### src/rtl/lsu_ctrl.sv
// Load/store controller: latches one core data access, runs it as a byte-enabled
// word bus transaction, formats load data and reports misaligned/illegal/timed-out accesses.
module lsu_ctrl #(
  parameter int TIMEOUT = 16
) (
  input  logic        clk_i,
  input  logic        rst_ni,
  input  logic        core_req_i,
  input  logic        core_we_i,
  input  logic [2:0]  core_size_i,
  input  logic [31:0] core_addr_i,
  input  logic [31:0] core_wd_i,
  output logic [31:0] core_rd_o,
  output logic        core_stall_o,
  output logic        core_err_o,
  output logic        core_misalign_o,
  output logic        mem_req_o,
  output logic        mem_we_o,
  output logic [3:0]  mem_be_o,
  output logic [31:0] mem_addr_o,
  output logic [31:0] mem_wd_o,
  input  logic [31:0] mem_rd_i,
  input  logic        mem_ready_i
);

  localparam int CW = (TIMEOUT > 1) ? $clog2(TIMEOUT) : 1;

  typedef enum logic [1:0] {IDLE, BUSY, DONE} state_t;

  state_t        state_q, state_d;
  logic          we_q, we_d;
  logic [2:0]    size_q, size_d;
  logic [31:0]   addr_q, addr_d;
  logic [31:0]   wd_q, wd_d;
  logic [CW-1:0] count_q, count_d;
  logic          err_q, err_d;
  logic          mis_q, mis_d;
  logic [31:0]   rdata_q, rdata_d;

  logic          size_legal;
  logic          addr_misaligned;
  logic          stall_raw;

  function automatic logic [31:0] fmt_load(input logic [2:0] size, input logic [1:0] off,
                                           input logic [31:0] word);
    logic [31:0] lane;
    lane = word >> {off, 3'b000};
    case (size)
      3'd0:    fmt_load = {{24{lane[7]}}, lane[7:0]};
      3'd4:    fmt_load = {24'h0, lane[7:0]};
      3'd1:    fmt_load = {{16{lane[15]}}, lane[15:0]};
      3'd5:    fmt_load = {16'h0, lane[15:0]};
      default: fmt_load = word;
    endcase
  endfunction

  function automatic logic [3:0] byte_en(input logic [2:0] size, input logic [1:0] off);
    case (size)
      3'd0, 3'd4: byte_en = 4'b0001 << off;
      3'd1, 3'd5: byte_en = 4'b0011 << off;
      default:    byte_en = 4'b1111;
    endcase
  endfunction

  function automatic logic [31:0] lane_data(input logic [2:0] size, input logic [31:0] wd);
    case (size)
      3'd0, 3'd4: lane_data = {4{wd[7:0]}};
      3'd1, 3'd5: lane_data = {2{wd[15:0]}};
      default:    lane_data = wd;
    endcase
  endfunction

  always_comb begin
    size_legal = (core_size_i == 3'd0) || (core_size_i == 3'd1) || (core_size_i == 3'd2) ||
                 (core_size_i == 3'd4) || (core_size_i == 3'd5);
    case (core_size_i)
      3'd1, 3'd5: addr_misaligned = core_addr_i[0];
      3'd2:       addr_misaligned = (core_addr_i[1:0] != 2'b00);
      default:    addr_misaligned = 1'b0;
    endcase
  end

  always_ff @(posedge clk_i or negedge rst_ni) begin
    if (!rst_ni) begin
      state_q <= IDLE;
      we_q    <= 1'b0;
      size_q  <= 3'd0;
      addr_q  <= 32'h0;
      wd_q    <= 32'h0;
      count_q <= '0;
      err_q   <= 1'b0;
      mis_q   <= 1'b0;
      rdata_q <= 32'h0;
    end else begin
      state_q <= state_d;
      we_q    <= we_d;
      size_q  <= size_d;
      addr_q  <= addr_d;
      wd_q    <= wd_d;
      count_q <= count_d;
      err_q   <= err_d;
      mis_q   <= mis_d;
      rdata_q <= rdata_d;
    end
  end

  always_comb begin
    state_d         = state_q;
    we_d            = we_q;
    size_d          = size_q;
    addr_d          = addr_q;
    wd_d            = wd_q;
    count_d         = count_q;
    err_d           = err_q;
    mis_d           = mis_q;
    rdata_d         = rdata_q;
    stall_raw       = 1'b0;
    core_rd_o       = 32'h0;
    core_err_o      = 1'b0;
    core_misalign_o = 1'b0;
    mem_req_o       = 1'b0;
    mem_we_o        = 1'b0;
    mem_be_o        = 4'h0;
    mem_addr_o      = 32'h0;
    mem_wd_o        = 32'h0;

    case (state_q)
      IDLE: begin
        stall_raw = core_req_i;
        if (core_req_i) begin
          we_d    = core_we_i;
          size_d  = core_size_i;
          addr_d  = core_addr_i;
          wd_d    = core_wd_i;
          count_d = '0;
          err_d   = 1'b0;
          mis_d   = 1'b0;
          rdata_d = 32'h0;
          if (!size_legal) begin
            err_d   = 1'b1;
            state_d = DONE;
          end else if (addr_misaligned) begin
            mis_d   = 1'b1;
            state_d = DONE;
          end else begin
            state_d = BUSY;
          end
        end
      end
      BUSY: begin
        stall_raw  = 1'b1;
        mem_req_o  = 1'b1;
        mem_we_o   = we_q;
        mem_be_o   = byte_en(size_q, addr_q[1:0]);
        mem_addr_o = {addr_q[31:2], 2'b00};
        mem_wd_o   = lane_data(size_q, wd_q);
        // A ready arriving in the last allowed cycle still completes normally.
        if (mem_ready_i) begin
          rdata_d = fmt_load(size_q, addr_q[1:0], mem_rd_i);
          state_d = DONE;
        end else if ((TIMEOUT != 0) && (count_q == CW'(TIMEOUT - 1))) begin
          err_d   = 1'b1;
          rdata_d = 32'h0;
          state_d = DONE;
        end else begin
          count_d = count_q + CW'(1);
        end
      end
      DONE: begin
        core_rd_o       = rdata_q;
        core_err_o      = err_q;
        core_misalign_o = mis_q;
        state_d         = IDLE;
      end
      default: state_d = IDLE;
    endcase
  end

  // Reset forces the stall low immediately even while the core keeps requesting.
  assign core_stall_o = stall_raw & rst_ni;

endmodule
### config.mk
export PLATFORM = sky130hd
export DESIGN_NAME = lsu_ctrl
export DESIGN_NICKNAME = d
export VERILOG_FILES = /design/src/rtl/lsu_ctrl.sv
export SDC_FILE = /design/constraint.sdc
export NUM_CORES = 1
export LEC_CHECK = 0
export BUFFER_PORTS_ARGS = -buffer_cell sky130_fd_sc_hd__clkbuf_2
export CAP_MARGIN = 20
export CORE_UTILIZATION = 50
export DETAILED_ROUTE_END_ITERATION = 7
export PLACE_DENSITY = 0.91
export SLEW_MARGIN = 30
export SYNTH_ARGS = -nofsm -noshare
export SYNTH_HDL_FRONTEND = slang
export SYNTH_SLANG_ARGS = --single-unit
### constraint.sdc
create_clock -name clk_i -period 2 [get_ports clk_i]
set_input_delay 0.1 -clock clk_i [delete_from_list [all_inputs] [get_ports clk_i]]
set_output_delay 0.1 -clock clk_i [all_outputs]
set_load 0.01 [all_outputs]
==> summary.md <==
| Metric | Value |
|---|---|
| Status | `complete, no violations` |
| Largest net degree at the start of global routing | `71` |
| CP Data Arrival Time | `between 1.5 and 2 ns` |
| Final net count | `900` |
| Largest family of logic cells by synthesized area | `simple AND/OR/NAND/NOR gates` |
| Clk_lat worst skew | `approximately 0.34 ns` |
| Async set or reset register ratio after synthesis | `100.0%` |
| Cell Int Power | `~6200 µW` |
| Core Rows | `38` |
| Critical path capture point type | `output pin` |
| Share of post-route cells with drive strength above 1 | `about two fifths` |
| Routed Antenna Nets | `0` |
| FF+latch count, synth | `between 100 and 150` |
| Top Layer Used | `met4` |
| Top-count cell post-synth | `dfrtp_1` |
| Final Util | `between 70% and 80%` |
| Main synth FF type | `dfrtp_1` |
| P&R area growth vs syn | `36.70%` |
| Worst EP required | `roughly 1.9 ns` |
| Period Utilization, post-route | `between 90 and 100%` |
| Comb pwr share | `a little over two fifths` |
| Critical Path Fanout Max | `32` |
| Total power | `~10000 µW` |
| Initial antenna violation count | `0` |
| GRT Residual Overflow | `0` |
| Ant diodes | `0` |
| Syn Inst Count | `between 500 and 600` |
| Hold WC Path Type | `input pin to flip-flop` |
| Adder-Cell Fraction of Synth Area | `less than 1%` |
| Htree depth | `3` |
| Yosys top cell area share | `47.78%` |
| WHS Path Cells | `2` |
| Die width | `108.4 µm` |
| Final hold vios | `0` |
| Detailed Route WL | `about 17000 µm` |
| Vias in the first global route | `around 5300` |
| Core Area | `around 11000 µm²` |
| Synthesized cell area | `5657 µm²` |
| Synth top cells by count | `108 x dfrtp_1, 74 x and2_1, 59 x mux2_2, 52 x nand2_1, 40 x nor2_1` |
| FF-to-FF path depth | `3` |
| Leakage | `about 0.0038 µW` |
| TritonCTS Buffers | `9` |
| Met2 routed WL | `between 8000 and 9000 µm` |
| Mux contribution to synthesized area | `between 10% and 20%` |
| Post-Synth XOR/XNOR Area | `0%` |
| Starting DRT DRC Count | `459` |
| Setup Viol. Count Final | `0` |
| Root Buffer | `clkbuf_16` |
| Total GRT Usage | `roughly 29%` |
| PortBufs | `around 200` |
| Longest Clk Path Bufs | `2` |
| IR drop worst, VDD | `just under 0.8 mV` |
| Crit-path slowest cell | `dfrtp_1` |
| Slew HR | `a little under three fifths` |
| M1 WL | `6486 µm` |
| Maxcap violations | `0` |
| Compound-Gate Fraction of Synth Area | `between 10% and 20%` |
| Crit path cell chain | `nand2b_1 > inv_2 > buf_6 > and2_1 > clkbuf_2` |
| Avg WL per Cell | `17.64 µm` |
| Die area | `approximately 12000 µm²` |
| Area contributors post-synth | `dfrtp_1 48%, mux2_2 12%, and2_1 8.2%, mux2i_1 3.5%, nand2_1 3.5%` |
| Sequential area share after synthesis | `approximately 48%` |
| Pwr Density | `1315 nW/µm²` |
| Die Y | `108.4 µm` |
| DP HPWL | `11090 µm` |
| Vias per inst | `around 5.6` |
| RSZ-0062 raised after global routing | `yes` |
| Simple-gate share of the synthesized area | `18.40%` |
| Setup Skew | `a little over 0.006 ns` |
| Post-synth EDFFs | `0` |
| Number of library cell types mapped by synthesis | `around 50` |
| GP Congestion | `0.8746` |
| WL met3 | `approximately 1200 µm` |
| First-pass GRT wire length | `between 20000 and 30000 µm` |
| Synth warn | `0` |
| Mean post-synth cell area | `10.40 µm²` |
| Ports | `around 210` |
| Via count | `5292` |
| CTS tree | `done` |
| Max frequency | `approximately 0.52 GHz` |
| Slew Limit Fails | `0` |
| Worst setup SP type | `flip-flop` |
| Switch Pwr | `3921 µW` |
| Crit path time final | `roughly 1.9 ns` |
| Clock Sink Count | `around 110` |
| Yosys top cell by area | `dfrtp_1` |
| Residual DRC | `0` |
| Sequential power share | `38.9%` |
| Crit path largest cell delay | `about 0.47 ns` |
| CP Class | `flip-flop to output pin` |
| Switch share | `between 30 and 40%` |
| Clk pin slew, worst setup/hold paths | `0.07 ns` |
| DR pass1 iterations | `8` |
| Initial Utilization | `between 50% and 60%` |
| Design area | `around 7700 µm²` |
| Slew @ Worst Pin | `between 0.6 and 0.7 ns` |
| Clock network fraction of design power | `between 10% and 20%` |
| Placement Cell Area | `6813 µm²` |
==> what timing repair did <==
item	in CTS	in global routing
setup buffers	0	0
hold buffers	56	4
endpoints found under the setup margin	0	34
gates resized for setup	0	6
endpoints found under the hold margin	93	4
==> kinds of logic (layout without fill, tap and decap cells) <==
family,count (synthesis),in the layout
other,1,2
muxes,87,87
buffers and inverters,54,309
DFF,108,108
adders and majority gates,1,1
AOI/OAI and AO/OA,93,93
and+or+nand+nor,200,200
==> registers in the layout, indices dropped and copies added, names as in the netlist <==
signal / flops
state_q: 2
mis_q: 1
size_q: 3
addr_q: 32
rdata_q: 32
we_q: 1
count_q: 4
wd_q: 32
err_q: 1
==> area by class of cell <==
class	instances	area, µm²
fillers	781	3203
clock buffers	9	225.2
well taps	140	175.2
clock inverters	7	75.07
flip-flops and latches	108	2709
multi-input cells	383	2711
repair buffers	281	1792
inverters	12	45.04
==> worst max-delay path, delay by kind of cell (launching register included) <==
family                 cells  cell delay [ns]
DFF                        1             0.47
buffers and inverters      3             0.60
and+or+nand+nor            2             0.41
==> power by group through the flow <==
stage          clock (µW)  combinational, µW  sequential, µW
4_1_cts              1830               4310            3900
3_3_place_gp            0               4020            3850
2_1_floorplan           0               3140            3570
6_report             1820               4400            3950
5_1_grt              1940               4790            4070
3_5_place_dp            0               4190            3930
==> worst paths after layout <==
kind,end,from,slack [ns]
min reg2reg,rdata_q[3],rdata_q[3],0.46
max in group asynchronous,size_q[1],rst_ni,1.05
max,mem_addr_o[17],state_q[1],0.08
max reg2reg,addr_q[8],state_q[0],0.27
min,wd_q[26],core_wd_i[26],0.007
min in group asynchronous,addr_q[18],rst_ni,0.38
==> per-layer routing <==
layer	track usage, %	vias up
met3	5.304	44
met4	13.32	0
met2	48.68	270
met5	0	-
met1	35.58	2575
li1	-	2403
==> cell usage in the layout, fill, tap and decap left out, types with 12 or more instances in the layout <==
| cell | netlist | routed |
|---|---|---|
| nor2_1 | 40 | 40 |
| and2_1 | 74 | 74 |
| dlygate4sd3_1 | 0 | 60 |
| mux2i_1 | 20 | 20 |
| dfrtp_1 | 108 | 105 |
| a221o_1 | 16 | 16 |
| o21ai_0 | 12 | 12 |
| a21oi_1 | 24 | 24 |
| clkbuf_2 | 0 | 205 |
| mux2_2 | 59 | 59 |
| nand2_1 | 52 | 52 |
==> through the flow <==
stage	worst slack [ns]	std cells	setup TNS (ns)	hold slack, ns
floorplan	0.4105	545	0	-0.1956
global placement	0.3729	864	0	0.1983
detailed placement	0.2431	864	0	0.2152
CTS	0.05900	936	0	0.0004404
global route	-0.004907	940	-0.004907	-0.004197
finish	0.07680	940	0	0.007285
Power figures use the tool's default switching activity.
